[config.mk]
export PLATFORM = sky130hd
export DESIGN_NAME = if_fetch_unit
export DESIGN_NICKNAME = d
export VERILOG_FILES = /design/src/rtl/if_fetch_unit_pkg.sv /design/src/rtl/if_fetch_unit_buffer.sv /design/src/rtl/if_fetch_unit.sv
export SDC_FILE = /design/constraint.sdc
export NUM_CORES = 1
export LEC_CHECK = 0
export BUFFER_PORTS_ARGS = -buffer_cell sky130_fd_sc_hd__buf_2
export CAP_MARGIN = 25
export CORE_UTILIZATION = 40
export DETAILED_ROUTE_END_ITERATION = 8
export GPL_TIMING_DRIVEN = 0
export SYNTH_ARGS = -nofsm -noshare
export SYNTH_HDL_FRONTEND = slang
export SYNTH_SLANG_ARGS = --single-unit
[constraint.sdc]
create_clock -name clk_i -period 3 [get_ports clk_i]
set_clock_uncertainty 0.15 [all_clocks]
set_input_delay 0 -clock clk_i [delete_from_list [all_inputs] [get_ports clk_i]]
set_output_delay 0 -clock clk_i [all_outputs]
set_load 0.05 [all_outputs]
[src/rtl/if_fetch_unit_pkg.sv]
`default_nettype none
// ============================================================================
// Module  : if_fetch_unit_pkg
// Purpose : Shared types and widths for the instruction-fetch stage.
//           fetch_state_t : fetch FSM encoding (IDLE / WAIT)
//           PC_W, INSTR_W : address and instruction word widths
//           NOP_INSTR     : value of an empty / bubble instruction word
// Revision: 1.0 - initial release
// ============================================================================
package if_fetch_unit_pkg;

  localparam int unsigned PC_W    = 32;
  localparam int unsigned INSTR_W = 32;

  localparam logic [INSTR_W-1:0] NOP_INSTR = 32'h0000_0000;

  typedef enum logic [0:0] {
    IDLE = 1'b0,  // no request outstanding; may issue
    WAIT = 1'b1   // one request outstanding; waiting for rvalid
  } fetch_state_t;

endpackage : if_fetch_unit_pkg
`default_nettype wire

[src/rtl/if_fetch_unit_buffer.sv]
`default_nettype none
// ============================================================================
// Module  : if_fetch_unit_buffer
// Purpose : One-entry {valid, pc, instr} holding register between the
//           instruction memory response and the IF/ID register.
// Ports   : clk_i    in  clock
//           rst_i    in  synchronous active-high reset (empties, zeroes data)
//           load_i   in  capture pc_i/instr_i and mark valid
//           clear_i  in  mark empty (data fields keep their last value)
//           pc_i     in  PC of the instruction being loaded
//           instr_i  in  instruction word being loaded
//           valid_o  out entry holds an unconsumed instruction
//           pc_o     out stored PC
//           instr_o  out stored instruction word
// Revision: 1.0 - initial release
// ============================================================================
module if_fetch_unit_buffer
  import if_fetch_unit_pkg::*;
(
  input  logic               clk_i,
  input  logic               rst_i,
  input  logic               load_i,
  input  logic               clear_i,
  input  logic [PC_W-1:0]    pc_i,
  input  logic [INSTR_W-1:0] instr_i,
  output logic               valid_o,
  output logic [PC_W-1:0]    pc_o,
  output logic [INSTR_W-1:0] instr_o
);

  logic               valid_q, valid_d;
  logic [PC_W-1:0]    pc_q, pc_d;
  logic [INSTR_W-1:0] instr_q, instr_d;

  // Load wins over clear: a fresh response must never be lost to a
  // same-cycle consume of the (already empty) entry.
  always_comb begin
    valid_d = valid_q;
    pc_d    = pc_q;
    instr_d = instr_q;
    if (load_i) begin
      valid_d = 1'b1;
      pc_d    = pc_i;
      instr_d = instr_i;
    end else if (clear_i) begin
      valid_d = 1'b0;
    end
  end

  always_ff @(posedge clk_i) begin
    if (rst_i) begin
      valid_q <= 1'b0;
      pc_q    <= '0;
      instr_q <= NOP_INSTR;
    end else begin
      valid_q <= valid_d;
      pc_q    <= pc_d;
      instr_q <= instr_d;
    end
  end

  assign valid_o = valid_q;
  assign pc_o    = pc_q;
  assign instr_o = instr_q;

endmodule : if_fetch_unit_buffer
`default_nettype wire

[src/rtl/if_fetch_unit.sv]
`default_nettype none
// ============================================================================
// Module  : if_fetch_unit
// Purpose : Instruction-fetch stage feeding the IF/ID pipeline register.
//           Owns the PC, issues one request at a time to a variable-latency
//           instruction memory, buffers one returned instruction and drives
//           pc4/instr plus write-enable/flush into IF/ID.
// Ports   : clk_i, rst_i         clock / synchronous active-high reset
//           pc_write_i           1 = downstream may advance, 0 = stall
//           branch_taken_i       redirect pulse from ID
//           branch_target_i      redirect address (low two bits ignored)
//           imem_req_o/addr_o    fetch request strobe and address
//           imem_rvalid_i/rdata_i memory response
//           pc4_o, instr_o       buffered PC+PC_STEP and instruction word
//           ifid_write_o         IF/ID write enable
//           if_flush_o           IF/ID flush (zero bubble)
// Revision: 1.0 - initial release
// ============================================================================
module if_fetch_unit
  import if_fetch_unit_pkg::*;
#(
  parameter logic [31:0] RESET_PC = 32'h0000_0000,
  parameter logic [31:0] PC_STEP  = 32'd4
) (
  input  logic               clk_i,
  input  logic               rst_i,
  input  logic               pc_write_i,
  input  logic               branch_taken_i,
  input  logic [PC_W-1:0]    branch_target_i,
  output logic               imem_req_o,
  output logic [PC_W-1:0]    imem_addr_o,
  input  logic               imem_rvalid_i,
  input  logic [INSTR_W-1:0] imem_rdata_i,
  output logic [PC_W-1:0]    pc4_o,
  output logic [INSTR_W-1:0] instr_o,
  output logic               ifid_write_o,
  output logic               if_flush_o
);

  fetch_state_t    state_q, state_d;
  logic [PC_W-1:0] pc_q, pc_d;
  logic [PC_W-1:0] req_pc_q, req_pc_d;
  logic            kill_q, kill_d;

  logic               buf_valid;
  logic [PC_W-1:0]    buf_pc;
  logic [INSTR_W-1:0] buf_instr;
  logic               buf_load;
  logic               buf_clear;

  logic issue;
  logic rsp_done;

  // Low target bits are forced to zero; keep them visibly consumed.
  logic unused_tgt_lsb;
  assign unused_tgt_lsb = ^branch_target_i[1:0];

  // A redirect suppresses issue so the first fetch after it uses the new PC.
  assign issue    = (state_q == IDLE) && !branch_taken_i && (!buf_valid || pc_write_i);
  // Responses only count while a request is outstanding.
  assign rsp_done = (state_q == WAIT) && imem_rvalid_i;

  // --------------------------------------------------------------------------
  // FSM: state register
  // --------------------------------------------------------------------------
  always_ff @(posedge clk_i) begin
    if (rst_i) begin
      state_q  <= IDLE;
      pc_q     <= RESET_PC;
      req_pc_q <= '0;
      kill_q   <= 1'b0;
    end else begin
      state_q  <= state_d;
      pc_q     <= pc_d;
      req_pc_q <= req_pc_d;
      kill_q   <= kill_d;
    end
  end

  // --------------------------------------------------------------------------
  // FSM: next-state and PC / kill bookkeeping
  // --------------------------------------------------------------------------
  always_comb begin
    state_d  = state_q;
    pc_d     = pc_q;
    req_pc_d = req_pc_q;
    kill_d   = kill_q;

    unique case (state_q)
      IDLE: begin
        if (issue) begin
          state_d  = WAIT;
          req_pc_d = pc_q;
          pc_d     = pc_q + PC_STEP;
        end
      end
      WAIT: begin
        if (imem_rvalid_i) begin
          state_d = IDLE;
          kill_d  = 1'b0;
        end else if (branch_taken_i) begin
          // The in-flight response now belongs to a squashed path.
          kill_d = 1'b1;
        end
      end
      default: state_d = IDLE;
    endcase

    // Redirect overrides any sequential PC advance.
    if (branch_taken_i) begin
      pc_d = {branch_target_i[PC_W-1:2], 2'b00};
    end
  end

  // --------------------------------------------------------------------------
  // FSM: outputs
  // --------------------------------------------------------------------------
  always_comb begin
    imem_req_o  = issue;
    imem_addr_o = (state_q == IDLE) ? pc_q : req_pc_q;
  end

  // --------------------------------------------------------------------------
  // Single-entry instruction buffer
  // --------------------------------------------------------------------------
  assign buf_load  = rsp_done && !kill_q && !branch_taken_i;
  assign buf_clear = branch_taken_i || (buf_valid && pc_write_i);

  if_fetch_unit_buffer u_buffer (
    .clk_i   (clk_i),
    .rst_i   (rst_i),
    .load_i  (buf_load),
    .clear_i (buf_clear),
    .pc_i    (req_pc_q),
    .instr_i (imem_rdata_i),
    .valid_o (buf_valid),
    .pc_o    (buf_pc),
    .instr_o (buf_instr)
  );

  // --------------------------------------------------------------------------
  // IF/ID interface
  // --------------------------------------------------------------------------
  assign pc4_o        = buf_pc + PC_STEP;
  assign instr_o      = buf_instr;
  assign ifid_write_o = pc_write_i | branch_taken_i;
  // An empty buffer under pc_write presents a bubble rather than stale data.
  assign if_flush_o   = branch_taken_i | (pc_write_i & !buf_valid);

endmodule : if_fetch_unit
`default_nettype wire

==> reports/summary.md <==
* finished with violations — result of the run
* design-rule violations — failing checks
* 2 — CTS Buffer Depth
* 0.257 — total global routing track utilization
* 6583 — vias after detailed routing
* 0.0147 mm² — Core Area
* 0.0158 mm² — area enclosed by the die boundary
* 801 — cell count after synthesis
* done — clock tree from TritonCTS
* 160 — quantity of I/O buffers inserted on ports
* sky130_fd_sc_hd__dfxtp_1 — Primary FF master, synth
* 0 — endpoints failing hold
* 0.867 ns — slew of the pin with the lowest slew margin
* 0.417 — Max transition margin
* sky130_fd_sc_hd__dfxtp_1 (41%), sky130_fd_sc_hd__nand2_1 (13%), sky130_fd_sc_hd__a21oi_1 (8.4%), sky130_fd_sc_hd__mux2_2 (4.4%), sky130_fd_sc_hd__xnor2_1 (4.2%) — Area contributors post-synth
* 0.972 — part of the cycle the worst path needs
* 9 — DR pass1 iterations
* 125 — synthesis-stage register bit count
* 7.63 µm² — average size of a mapped cell
* 4 — depth of the CTS H-tree
* 31500 µm — global-route wire length before repair
* sky130_fd_sc_hd__nand2_1 (219), sky130_fd_sc_hd__dfxtp_1 (125), sky130_fd_sc_hd__a21oi_1 (103), sky130_fd_sc_hd__clkbuf_1 (46), sky130_fd_sc_hd__nor2_1 (34) — Synth top cells by count
* 0.410 — Synth top area share
* 38.3% — Layout Area Growth over Synthesis
* 168 — I/O pin total
* 522 mW/mm² — power density over the cells
* 0.00329 mm² — area of the multi-input gates
* 14000 µm — HPWL reported at the end of detailed placement
* 343 MHz — maximum clock frequency
* 17 — maximum number of pins on one net before global-route repair
* 11 — number of DRC violations after detailed routing
* 0.00250 mm² — Reg area
* sky130_fd_sc_hd__nand2_1 — cell with the most instances after synthesis
* 0 ns — post-route setup TNS
* 0.43 ns — Skew-Pair Late Insertion Delay
* 0.000425 V — maximum ir drop on the vdd rail
* 0.00611 mm² — Mapped Area
* 44 — standard-cell rows
* 3.22 ns — Crit path required time
* sky130_fd_sc_hd__clkbuf_16 — clock root buffer
* 1127 — number of nets in the final layout
* 0 — fraction of synthesis flops using an asynchronous set or reset pin
* 0 — number of max-slew violations in the final report
* 19800 µm — detailed-route wire length
* 0.06 ns — Clk pin slew, worst setup/hold paths
* 2.92 ns — time the worst path needs with I/O delays and setup
* no — unrepaired setup endpoints after global routing
* 5.25 — via/cell ratio
* 0.00716 mm² — instance area after placement
* 15.8 µm — average wire length per cell after detail routing
* flip-flop — Worst setup SP type
* 54 — count of unique library cells instantiated by Yosys
* 0.416 — Initial Util
* 125 — sink count of the clock tree
* 0.904 — routability congestion estimate from global placement
* 0.410 — sequential-to-total area share from yosys stat
* 0 — sum of overflow across all layers after global routing
* 1253 — final cell count without fillers
* 3.31 nW — leakage power of the design
* 0 — number of antenna violations at the first check in global routing
* 0.225 — layout cells sized above 1
* 1429 — Layout fillers
* 0 — number of maximum-capacitance violations
* 0.08 ns — R2R setup slack
* 126 µm — die outline width
* flip-flop to flip-flop — critical path class
* 0.00845 mm² — design area
* 0 — number of flops mapped to enable cells by yosys
* 10 — maximum fanout along the worst path
* sky130_fd_sc_hd__dfxtp_1 — cell type with the largest total area after synthesis
* 3.13 ns — CP arrival
* 126 µm — Die Y-Extent
* 487 — detailed router's first-iteration violation count
* 0 — number of inserted diodes
* input pin to flip-flop — worst hold-check path type
* 1149 — cell count after placement
* flip-flop — critical path capture point type
* 17 — total CTS buffers
* 0 — antenna violation net count after detailed routing
* 0 — endpoints failing setup
* 6093 — number of global-route vias before repair
* 0 — synth warn
==> metrics by stage <==
step                utilization  worst slack, ns  hold slack, ns  total power, mW
detailed placement        0.487            0.402          0.0880             2.42
CTS                       0.574           0.0273          0.0866             4.43
global placement          0.486            0.428          0.0813             2.42
floorplan                     -            0.544         -0.0498             2.22
finish                    0.575           0.0842           0.118             4.41
global route              0.575          0.00273           0.146             4.56
==> metal layers <==
| layer | track usage | part of all wire | wire length (µm) | up-vias |
|---|---|---|---|---|
| li1 | - | - | - | 3303 |
| met1 | 0.334 | 0.45 | 8850 | 2993 |
| met2 | 0.418 | 0.46 | 9130 | 246 |
| met3 | 0.0441 | 0.061 | 1200 | 41 |
| met4 | 0.113 | 0.029 | 580 | 0 |
| met5 | 0 | 0 | 0 | - |
==> cell type report <==
cell class	instances	share of cell area
inverters	18	0.00800
plain buffers	63	0.0314
clock inverters	12	0.0113
repair buffers	233	0.181
well taps	184	0.0273
multi-input cells	598	0.389
clock buffers	20	0.0553
flip-flops and latches	125	0.297
==> sequential cells by signal (all words and copies together) (netlist names) <==
name              flops
req_pc_q             30
u_buffer.valid_o      1
kill_q                1
u_buffer.instr_o     32
state_q               1
u_buffer.pc_o        30
pc_q                 30
==> cells by family (layout without fill, tap and decap cells) <==
| kind of cell | Yosys count | in the layout | share of synthesized area |
|---|---|---|---|
| AND/OR/NAND/NOR | 369 | 369 | 0.277 |
| flip-flops | 125 | 125 | 0.410 |
| XOR/XNOR | 35 | 35 | 0.0502 |
| buffers and inverters | 81 | 346 | 0.0539 |
| AO/OA/AOI/OAI | 164 | 164 | 0.161 |
| adder cells (fa/ha/maj) | 2 | 2 | 0.00410 |
| other | 1 | 4 | 0.000614 |
| multiplexers | 24 | 24 | 0.0442 |
==> critical path: stages, from the launching register on <==
cell and delay [ns]:
sky130_fd_sc_hd__dfxtp_2 0.40, sky130_fd_sc_hd__ha_1 0.22, sky130_fd_sc_hd__nand4_1 0.27, sky130_fd_sc_hd__or4_1 0.48, sky130_fd_sc_hd__buf_2 0.20, sky130_fd_sc_hd__or4_1 0.51
sky130_fd_sc_hd__nand3_1 0.08, sky130_fd_sc_hd__dlygate4sd3_1 0.55
==> power breakdown <==
group          internal (mW)  switching (mW)
clock                   1.19           0.755
combinational          0.238           0.433
sequential              1.72          0.0730
total                   3.15            1.26
==> layout by cell type, fill, tap and decap left out, types with 9 or more instances in the layout <==
cell type	instances
sky130_fd_sc_hd__nand4_1	24
sky130_fd_sc_hd__clkbuf_1	44
sky130_fd_sc_hd__nor4_1	10
sky130_fd_sc_hd__dlygate4sd3_1	71
sky130_fd_sc_hd__nor2_1	34
sky130_fd_sc_hd__nand2_1	219
sky130_fd_sc_hd__a21oi_1	103
sky130_fd_sc_hd__o31ai_1	10
sky130_fd_sc_hd__mux2_2	24
sky130_fd_sc_hd__o21ai_0	11
sky130_fd_sc_hd__buf_2	167
sky130_fd_sc_hd__xnor2_1	29
sky130_fd_sc_hd__nand3_1	29
sky130_fd_sc_hd__dfxtp_1	123
sky130_fd_sc_hd__a311oi_1	11
sky130_fd_sc_hd__clkbuf_16	17
sky130_fd_sc_hd__or4_1	11
sky130_fd_sc_hd__and4_1	9
sky130_fd_sc_hd__inv_1	17
==> path summary, 6_finish.rpt <==
check                           start             endpoint  cells after the start
setup / recovery              pc_q[2]             pc_q[20]                      7
hold / removal                  rst_i             pc_q[31]                      5
setup reg to reg              pc_q[2]             pc_q[20]                      7
hold reg to reg   u_buffer.instr_o[3]  u_buffer.instr_o[3]                      2
==> what timing repair did <==
| item | CTS | global route |
|---|---|---|
| setup endpoints to repair | 0 | 8 |
| hold buffers | 71 | 0 |
| resized for setup | 0 | 7 |
| endpoints found under the hold margin | 66 | 0 |
| buffers inserted | 0 | 0 |
(Power assumes the default switching activity.)
